<file path="config.mk">
export PLATFORM = sky130hd
export DESIGN_NAME = mips_dmem_arbiter
export DESIGN_NICKNAME = d
export VERILOG_FILES = /design/src/rtl/mips_mem_pkg.sv /design/src/rtl/mips_arb_starve_cnt.sv /design/src/rtl/mips_dmem_arbiter.sv
export SDC_FILE = /design/constraint.sdc
export NUM_CORES = 1
export LEC_CHECK = 0
export CELL_PAD_IN_SITES_DETAIL_PLACEMENT = 1
export CELL_PAD_IN_SITES_GLOBAL_PLACEMENT = 1
export CORE_UTILIZATION = 28
export DETAILED_ROUTE_END_ITERATION = 16
export PLACE_DENSITY_LB_ADDON = 0.1
export SYNTH_ARGS = -nofsm -noshare
export SYNTH_HDL_FRONTEND = slang
export SYNTH_SLANG_ARGS = --single-unit
</file>
<file path="constraint.sdc">
create_clock -name GlobalClock -period 1.8 [get_ports GlobalClock]
set_input_delay 0.18 -clock GlobalClock [delete_from_list [all_inputs] [get_ports GlobalClock]]
set_output_delay 0.18 -clock GlobalClock [all_outputs]
set_load 0.05 [all_outputs]
</file>
<file path="src/rtl/mips_mem_pkg.sv">
// mips_mem_pkg: shared types and constants for the data-memory arbiter slice.
// Holds the arbiter FSM state enum, owner encodings, default bus widths and
// the legal ranges of the latency/starvation parameters.
package mips_mem_pkg;

  typedef enum logic [1:0] {
    IDLE  = 2'd0,
    ISSUE = 2'd1,
    WAIT  = 2'd2,
    RESP  = 2'd3
  } arb_state_t;

  localparam logic OWN_CORE = 1'b0;
  localparam logic OWN_DMA  = 1'b1;

  localparam int DEF_ADDR_W = 32;
  localparam int DEF_DATA_W = 32;

  localparam int READ_LAT_MIN   = 1;
  localparam int READ_LAT_MAX   = 4;
  localparam int STARVE_MAX_MIN = 1;
  localparam int STARVE_MAX_MAX = 15;

  // Width that holds any legal STARVE_MAX value
  localparam int STARVE_CNT_W = 4;

endpackage

</file>
<file path="src/rtl/mips_arb_starve_cnt.sv">
// mips_arb_starve_cnt: saturating count of consecutive core grants made while
// the DMA side was waiting. sat tells the arbiter that DMA must win next.
module mips_arb_starve_cnt
  import mips_mem_pkg::*;
#(
  parameter int MAX = 8
) (
  input  logic clock,
  input  logic reset,
  input  logic inc,
  input  logic clr,
  output logic sat
);

  logic [STARVE_CNT_W-1:0] cnt;

  // Clear wins over increment; the count sticks at MAX until cleared
  always_ff @(posedge clock) begin
    if (reset) begin
      cnt <= '0;
    end else if (clr) begin
      cnt <= '0;
    end else if (inc && !sat) begin
      cnt <= cnt + STARVE_CNT_W'(1);
    end
  end

  assign sat = (cnt == STARVE_CNT_W'(MAX));

endmodule

</file>
<file path="src/rtl/mips_dmem_arbiter.sv">
// mips_dmem_arbiter: shares the single data-memory port between the core
// load/store path and a DMA/program-loader requester. One access at a time:
// IDLE (arbitrate) -> ISSUE (strobe) -> WAIT (reads only) -> RESP (ack).
// Optional build macro MIPS_DMEM_ARB_ALIGN_CHK_EN adds core_err/dma_err and
// rejects non-word-aligned addresses without touching memory.
module mips_dmem_arbiter
  import mips_mem_pkg::*;
#(
  parameter int ADDR_W     = DEF_ADDR_W,
  parameter int DATA_W     = DEF_DATA_W,
  parameter int READ_LAT   = 1,
  parameter int STARVE_MAX = 8
) (
  input  logic              GlobalClock,
  input  logic              GlobalReset,
  input  logic              core_req,
  input  logic              core_we,
  input  logic [ADDR_W-1:0] core_addr,
  input  logic [DATA_W-1:0] core_wdata,
  output logic [DATA_W-1:0] core_rdata,
  output logic              core_ack,
  output logic              core_stall,
  input  logic              dma_req,
  input  logic              dma_we,
  input  logic [ADDR_W-1:0] dma_addr,
  input  logic [DATA_W-1:0] dma_wdata,
  output logic [DATA_W-1:0] dma_rdata,
  output logic              dma_ack,
  output logic              mem_re,
  output logic              mem_we,
  output logic [ADDR_W-1:0] mem_addr,
  output logic [DATA_W-1:0] mem_wdata,
  input  logic [DATA_W-1:0] mem_rdata
`ifdef MIPS_DMEM_ARB_ALIGN_CHK_EN
  ,
  output logic              core_err,
  output logic              dma_err
`endif
);

  arb_state_t        state_q, state_d;
  logic              owner_q;
  logic              we_q;
  logic [2:0]        wait_cnt_q;
  logic [ADDR_W-1:0] mem_addr_q;
  logic [DATA_W-1:0] mem_wdata_q;
  logic [DATA_W-1:0] core_rdata_q;
  logic [DATA_W-1:0] dma_rdata_q;

  logic              grant_dma;
  logic              any_req;
  logic              sel_we;
  logic [ADDR_W-1:0] sel_addr;
  logic [DATA_W-1:0] sel_wdata;
  logic              misaligned;
  logic              starve_sat;
  logic              cnt_inc;
  logic              cnt_clr;
  logic              rd_done;

`ifdef MIPS_DMEM_ARB_ALIGN_CHK_EN
  logic              err_q;
`endif

  // Core has fixed priority unless the DMA side has been passed over too often
  always_comb begin
    grant_dma = dma_req & (~core_req | starve_sat);
    any_req   = core_req | dma_req;
    sel_we    = grant_dma ? dma_we    : core_we;
    sel_addr  = grant_dma ? dma_addr  : core_addr;
    sel_wdata = grant_dma ? dma_wdata : core_wdata;
  end

`ifdef MIPS_DMEM_ARB_ALIGN_CHK_EN
  assign misaligned = (sel_addr[1:0] != 2'b00);
`else
  assign misaligned = 1'b0;
`endif

  // Starvation accounting only moves on arbitration (IDLE) cycles
  assign cnt_clr = (state_q == IDLE) & (~dma_req | grant_dma);
  assign cnt_inc = (state_q == IDLE) & core_req & dma_req & ~grant_dma;

  mips_arb_starve_cnt #(
    .MAX(STARVE_MAX)
  ) u_starve_cnt (
    .clock(GlobalClock),
    .reset(GlobalReset),
    .inc  (cnt_inc),
    .clr  (cnt_clr),
    .sat  (starve_sat)
  );

  assign rd_done = (state_q == WAIT) && (wait_cnt_q == 3'(READ_LAT - 1));

  // Next-state logic: rejected (misaligned) requests jump straight to RESP
  always_comb begin
    state_d = state_q;
    case (state_q)
      IDLE:    if (any_req) state_d = misaligned ? RESP : ISSUE;
      ISSUE:   state_d = we_q ? RESP : WAIT;
      WAIT:    if (rd_done) state_d = RESP;
      RESP:    state_d = IDLE;
      default: state_d = IDLE;
    endcase
  end

  // State register, latched access, wait counter and per-owner read data
  always_ff @(posedge GlobalClock) begin
    if (GlobalReset) begin
      state_q      <= IDLE;
      owner_q      <= OWN_CORE;
      we_q         <= 1'b0;
      wait_cnt_q   <= '0;
      mem_addr_q   <= '0;
      mem_wdata_q  <= '0;
      core_rdata_q <= '0;
      dma_rdata_q  <= '0;
`ifdef MIPS_DMEM_ARB_ALIGN_CHK_EN
      err_q        <= 1'b0;
`endif
    end else begin
      state_q <= state_d;
      if (state_q == IDLE && any_req) begin
        owner_q <= grant_dma;
        we_q    <= sel_we;
`ifdef MIPS_DMEM_ARB_ALIGN_CHK_EN
        err_q   <= misaligned;
`endif
        if (!misaligned) begin
          mem_addr_q  <= sel_addr;
          mem_wdata_q <= sel_wdata;
        end
      end
      if (state_q == ISSUE) begin
        wait_cnt_q <= '0;
      end else if (state_q == WAIT) begin
        wait_cnt_q <= wait_cnt_q + 3'd1;
      end
      if (rd_done) begin
        if (owner_q == OWN_DMA) begin
          dma_rdata_q <= mem_rdata;
        end else begin
          core_rdata_q <= mem_rdata;
        end
      end
    end
  end

  assign mem_re     = (state_q == ISSUE) & ~we_q;
  assign mem_we     = (state_q == ISSUE) & we_q;
  assign mem_addr   = mem_addr_q;
  assign mem_wdata  = mem_wdata_q;
  assign core_ack   = (state_q == RESP) & (owner_q == OWN_CORE);
  assign dma_ack    = (state_q == RESP) & (owner_q == OWN_DMA);
  assign core_rdata = core_rdata_q;
  assign dma_rdata  = dma_rdata_q;
  assign core_stall = core_req & ~core_ack;

`ifdef MIPS_DMEM_ARB_ALIGN_CHK_EN
  assign core_err = core_ack & err_q;
  assign dma_err  = dma_ack & err_q;
`endif

endmodule

</file>
==> results of run 1 <==
per-stage QoR:
step,worst slack (ns),total power [mW],util,instance area [µm²]
final,0.0108,15.4,0.487,10200
after global routing,-0.0355,16.2,0.487,10200
after CTS,0.000522,15.6,0.475,9980
after detailed placement,0.0176,12.1,0.448,9410
after global placement,0.106,12.0,0.448,9410
after floorplan,0.172,9.26,-,6010
state kept, by name, indices dropped and copies added (netlist names):
name              cells
core_rdata           32
wait_cnt_q            3
mem_addr             32
mem_wdata            32
owner_q               1
we_q                  1
state_q               2
dma_rdata            32
u_starve_cnt.cnt      4
cells by family after synthesis:
logic type / synth area share
flops: 0.463
mux: 0.00333
buf+inv: 0.0606
fa+ha+maj: 0.0167
compound gates: 0.215
simple gates: 0.238
xor+xnor: 0.00292
final timing paths:
path / from / end / slack [ns] / depth (start not counted)
worst max-delay path: u_starve_cnt.cnt[0] / mem_wdata[16] / 0.01 / 8
worst min-delay path: GlobalReset / owner_q / 0.18 / 2
worst max register to register: u_starve_cnt.cnt[0] / mem_wdata[16] / 0.01 / 8
worst min register to register: core_rdata[9] / core_rdata[9] / 0.45 / 2
final cells by class:
class / count / area (µm²) / area share
Sequential cell: 139 / 2790 / 0.272
Clock buffer: 17 / 425 / 0.0415
Tap cell: 275 / 344 / 0.0336
Timing Repair Buffer: 330 / 3600 / 0.352
Clock inverter: 15 / 153 / 0.0149
Multi-Input combinational cell: 510 / 2900 / 0.284
Inverter: 8 / 30.0 / 0.00293
where the power goes:
part | internal (mW) | switching, mW | leakage [nW]
clock network | 1.95 | 1.50 | 0.278
registers | 3.85 | 0.403 | 1.14
logic | 2.78 | 4.92 | 3.21
total | 8.57 | 6.82 | 4.63
critical path: cells and delay by family (launching register included):
kind | cells | cell delay, ns
buf+inv | 3 | 0.44
flops | 1 | 0.34
fa+ha+maj | 1 | 0.19
compound gates | 2 | 0.41
simple gates | 2 | 0.32
routing by layer:
metal,vias to the layer above,part of all wire,GRT usage
li1,2990,-,-
met1,2812,0.42,0.219
met2,175,0.49,0.320
met3,18,0.074,0.0699
met4,0,0.011,0.0577
met5,-,0,0
placed cells by master (no fill, tap or decap), types with 2 or more instances in the layout:
cell type        count
ha_1                 8
dfxtp_1            137
dfxtp_2              2
nand3_1              4
clkinv_4             5
nor2_2               3
nand2_2             20
a311oi_2            52
nand2b_1             4
buf_4               27
clkinvlp_4           2
a21oi_1             69
dlygate4sd2_1        7
buf_12              20
inv_6                6
nor2b_2              2
dlymetal6s2s_1      57
and2_1               2
inv_1                8
nor3_1               3
clkdlybuf4s50_1    216
a311oi_1            13
nor2_1              71
clkbuf_16           19
nand2_1            241
mux2i_1              2
repair_timing:
action | in CTS | in global routing
pin swaps | 0 | 1
cloned | 0 | 3
buffers inserted | 0 | 3
endpoints found under the hold margin | 0 | 0
resized for setup | 8 | 66
setup endpoints to repair | 8 | 105
==> flow_summary.yaml, run 1 <==
grt:
  first_global_vias: 6043
  overflow: 0
  grt_usage: 0.188
  grt_pass1_wl_um: 32300
  grt_max_degree: 50
  antenna_found_initial: 0
sta:
  fin_setup_tns_ns: 0
  relSlewSlack: 0.633
  tightest_slew_ns: 0.550
  whs_ns: 0.177
  fin_skew_ns: 0.0105
  finalMaxSlewViolations: 0
  clock.fmax_mhz: 559
  finalCritPeriodShare: 0.994
  timing.final.crit_period_ns: 1.79
  setup_viol: 0
  hold_viol: 0
detailed_routing:
  dr_total_vias: 5995
  drtIter0Drc: 180
  drc: 0
  ant_nets: 0
  dr.pass1.iters: 4
  vias_per_cell: 4.63
  drt_wl_total_um: 21100
  wl_per_cell_um: 16.3
cts:
  tritoncts: "done"
  clk_pin_slew_ns: 0.06
  htree_levels: 4
  cts_buffer_depth: 2
  ctsHoldBuffers: 0
  insertion_delay_ns: 0.42
  cts_made_buffers: 17
  clock-sinks: 139
  cts_root_buffer: "clkbuf_16"
die:
  fp.dieW_um: 148
  die_area_mm2: 0.0220
  core_mm2: 0.0210
  io_pins: 299
  row_count: 53
  initial_core_util: 0.286
  die_h_um: 148
yosys:
  netlist_area_mm2: 0.00600
  avgSynthCellArea_um2: 8.39
  ys.flop_type: "dfxtp_1"
  synth-edff-count: 0
  synth_cells: 716
  yosysMostFrequentCell: "nand2_1"
  synth_top_cell_area_share: 0.463
  ys_top_cells_by_count: "nand2_1, dfxtp_1, nor2_1"
  yosys-top-cells-area: "dfxtp_1, nand2_1, a311oi_2, a21oi_1, nor2_1"
  synth.distinct_cells: 37
  syn-num-nets: 890
  yosysTopAreaCell: "dfxtp_1"
  async_flop_share: 0
  ys_ff_latch: 139
  ys_seq_area_frac: 0.463
  yosys_warnings: 0
setup_path:
  cp_slowest_cell: "dfxtp_1"
  worstSetupStartpointType: "flop"
  cp.arrival_ns: 2.12
  critical_path_required_ns: 2.13
  critPathCaptureType: "flop"
  worstPathCellList: "inv_1 -> ha_1 -> and3b_2 -> o21ai_4 -> buf_4 -> buf_6 -> nand2_1 -> a311oi_1"
  crit_path_max_incr_delay_ns: 0.34
  worstSetupPathType: "reg2reg"
  critPathMaxFanout: 12
final_layout:
  layout.nets: 1180
  drive_gt1_frac: 0.163
  antenna_cells: 0
  syn2layout_area_growth_pct: 70.6
  final.fill_count: 2440
  finalNonFillerCells: 1294
pwr:
  p_leak_nw: 4.63
  irDropWorstVdd_v: 0.000565
  cellPowerDensity_mw_per_mm2: 1500
placed_design:
  dp.cells: 1256
  gp_congestion: 0.706
  portBuffers: 298
  hpwl_um: 14800
status:
  outcome: "complete, no violations"
run:
  cap_violations: 0
worst_hold_path:
  hp-class: "in2reg"
No activity file was read; power rests on OpenSTA's default activity.
==> inputs of run 2 (changes only) <==
Settings changed: CTS_BUF_LIST set to sky130_fd_sc_hd__clkbuf_4 sky130_fd_sc_hd__clkbuf_8 sky130_fd_sc_hd__clkbuf_16, RECOVER_POWER set to 50.
==> run 2 against run 1 <==
  * Register-to-register slack hardly changed
  * Total power is 3.0% lower
  * Largest power group unchanged
  * Non-clock buffer count stayed put
  * Critical endpoint unchanged
  * Sequential power hardly changed
  * Sequential share of layout area is 1.6 points higher
  * Wire length hardly changed
  * Final area is 5.6% lower
  * Final cell count stayed put
==> flow_summary.yaml, run 2 (synthesized netlist as in run 1, its figures left out) <==
status:
  outcome: "complete, no violations"
die:
  core_mm2: 0.0210
  fp.dieW_um: 148
  initial_core_util: 0.286
  die_area_mm2: 0.0220
  die_h_um: 148
  row_count: 53
  io_pins: 299
final_layout:
  drive_gt1_frac: 0.150
  antenna_cells: 0
  syn2layout_area_growth_pct: 61.1
  final_area_mm2: 0.00967
  mostFrequentLayoutCell: "nand2_1"
  final.fill_count: 2498
  mostFrequentLayoutCells: "nand2_1, clkdlybuf4s50_1, dfxtp_1, nor2_1, clkbuf_1"
  multi_input_area_mm2: 0.00290
  layout.nets: 1180
  seq_area_mm2: 0.00279
grt:
  grt_pass1_wl_um: 32300
  grt_usage: 0.188
  antenna_found_initial: 0
  overflow: 0
  grt_max_degree: 50
  first_global_vias: 6043
placed_design:
  preCtsSetupSlack_ns: 0.0176
  hpwl_um: 14800
  portBuffers: 298
  gp_congestion: 0.706
  dpl_cell_area_mm2: 0.00941
sta:
  setup_viol: 0
  whs_ns: 0.182
  finalMaxSlewViolations: 0
  layout_setup_ws_ns: 0.0121
  fin_skew_ns: 0.0118
  tightest_slew_ns: 0.672
  hold_viol: 0
  timing.final.crit_period_ns: 1.79
  relSlewSlack: 0.554
  clock.fmax_mhz: 559
  finalCritPeriodShare: 0.993
pwr:
  cellPowerDensity_mw_per_mm2: 1540
  p_int_mw: 8.10
  switchingPower_mw: 6.83
  swShare: 0.458
  p_leak_nw: 3.51
  combPwrFrac: 0.483
  irDropWorstVdd_v: 0.000567
  clkPwrFrac: 0.231
  sequentialPowerShare: 0.286
detailed_routing:
  dr_total_vias: 5995
  dr.pass1.iters: 4
  wl_per_cell_um: 16.3
  drtIter0Drc: 154
  ant_nets: 0
  drc: 0
  drt_wl_total_um: 21100
  vias_per_cell: 4.63
cts:
  ctsHoldBuffers: 0
  clk_pin_slew_ns: 0.06
  cts_made_buffers: 17
  htree_levels: 4
  cts_buffer_depth: 2
  cts_root_buffer: "clkbuf_16"
  tritoncts: "done"
  insertion_delay_ns: 0.43
  clock-sinks: 139
setup_path:
  crit_path_max_incr_delay_ns: 0.34
  critPathCaptureType: "flop"
  critical_path_required_ns: 2.13
  worstSetupPathType: "reg2reg"
  cp_slowest_cell: "dfxtp_1"
  cp.arrival_ns: 2.12
  worstPathCellList: "inv_1 -> ha_1 -> and3b_2 -> o21ai_4 -> buf_4 -> buf_6 -> nand2_1 -> a311oi_1"
  worstSetupStartpointType: "flop"
  critPathMaxFanout: 12
run:
  cap_violations: 0
worst_hold_path:
  hp-class: "in2reg"
[run 2: per-stage QoR]
stage | power, mW | std cells | util | TNS (ns)
6_report | 14.9 | 1294 | 0.460 | 0
5_1_grt | 15.8 | 1294 | 0.460 | -0.186
4_1_cts | 15.6 | 1288 | 0.475 | 0
3_5_place_dp | 12.1 | 1256 | 0.448 | 0
3_3_place_gp | 12.0 | 1256 | 0.448 | 0
2_1_floorplan | 9.26 | 716 | - | 0
[run 2: path summary, 6_finish.rpt]
kind	from	to	slack, ns	cells past startpoint
min reg2reg	dma_rdata[0]	dma_rdata[0]	0.45	2
max	u_starve_cnt.cnt[0]	mem_wdata[16]	0.01	8
min	GlobalReset	owner_q	0.18	2
max reg2reg	u_starve_cnt.cnt[0]	mem_wdata[16]	0.01	8
[run 2: worst max-delay path, delay by kind of cell, from the launching register on]
kind / cells / cell delay [ns]
AOI/OAI and AO/OA: 2 / 0.41
adders and majority gates: 1 / 0.19
buffers and inverters: 3 / 0.44
DFF: 1 / 0.34
and+or+nand+nor: 2 / 0.32
[run 2: power groups by stage]
stage	combinational, mW	clock, mW	sequential [mW]
global placement	7.72	0	4.30
CTS	7.76	3.58	4.28
global route	7.68	3.71	4.36
detailed placement	7.77	0	4.32
finish	7.21	3.45	4.26
floorplan	2.51	0	6.75
[run 2: metal layers]
metal / up-vias / GRT usage / share of wire
li1: 2987 / - / -
met1: 2817 / 0.219 / 0.42
met2: 174 / 0.320 / 0.49
met3: 17 / 0.0699 / 0.071
met4: 0 / 0.0577 / 0.012
met5: - / 0 / 0
[run 2: layout make-up]
type	instances	area share
sequential	139	0.288
inverter	8	0.00311
tap	275	0.0356
timing repair buffer	330	0.313
clock inverter	15	0.0158
clock buffer	17	0.0440
multi-input combinational	510	0.300
[run 2: timing repair]
| action | CTS | global route |
|---|---|---|
| buffers inserted | 0 | 3 |
| setup endpoints to repair | 8 | 105 |
| endpoints found under the hold margin | 0 | 0 |
| resized for setup | 8 | 66 |
| cloned | 0 | 3 |
| pin swaps | 0 | 1 |
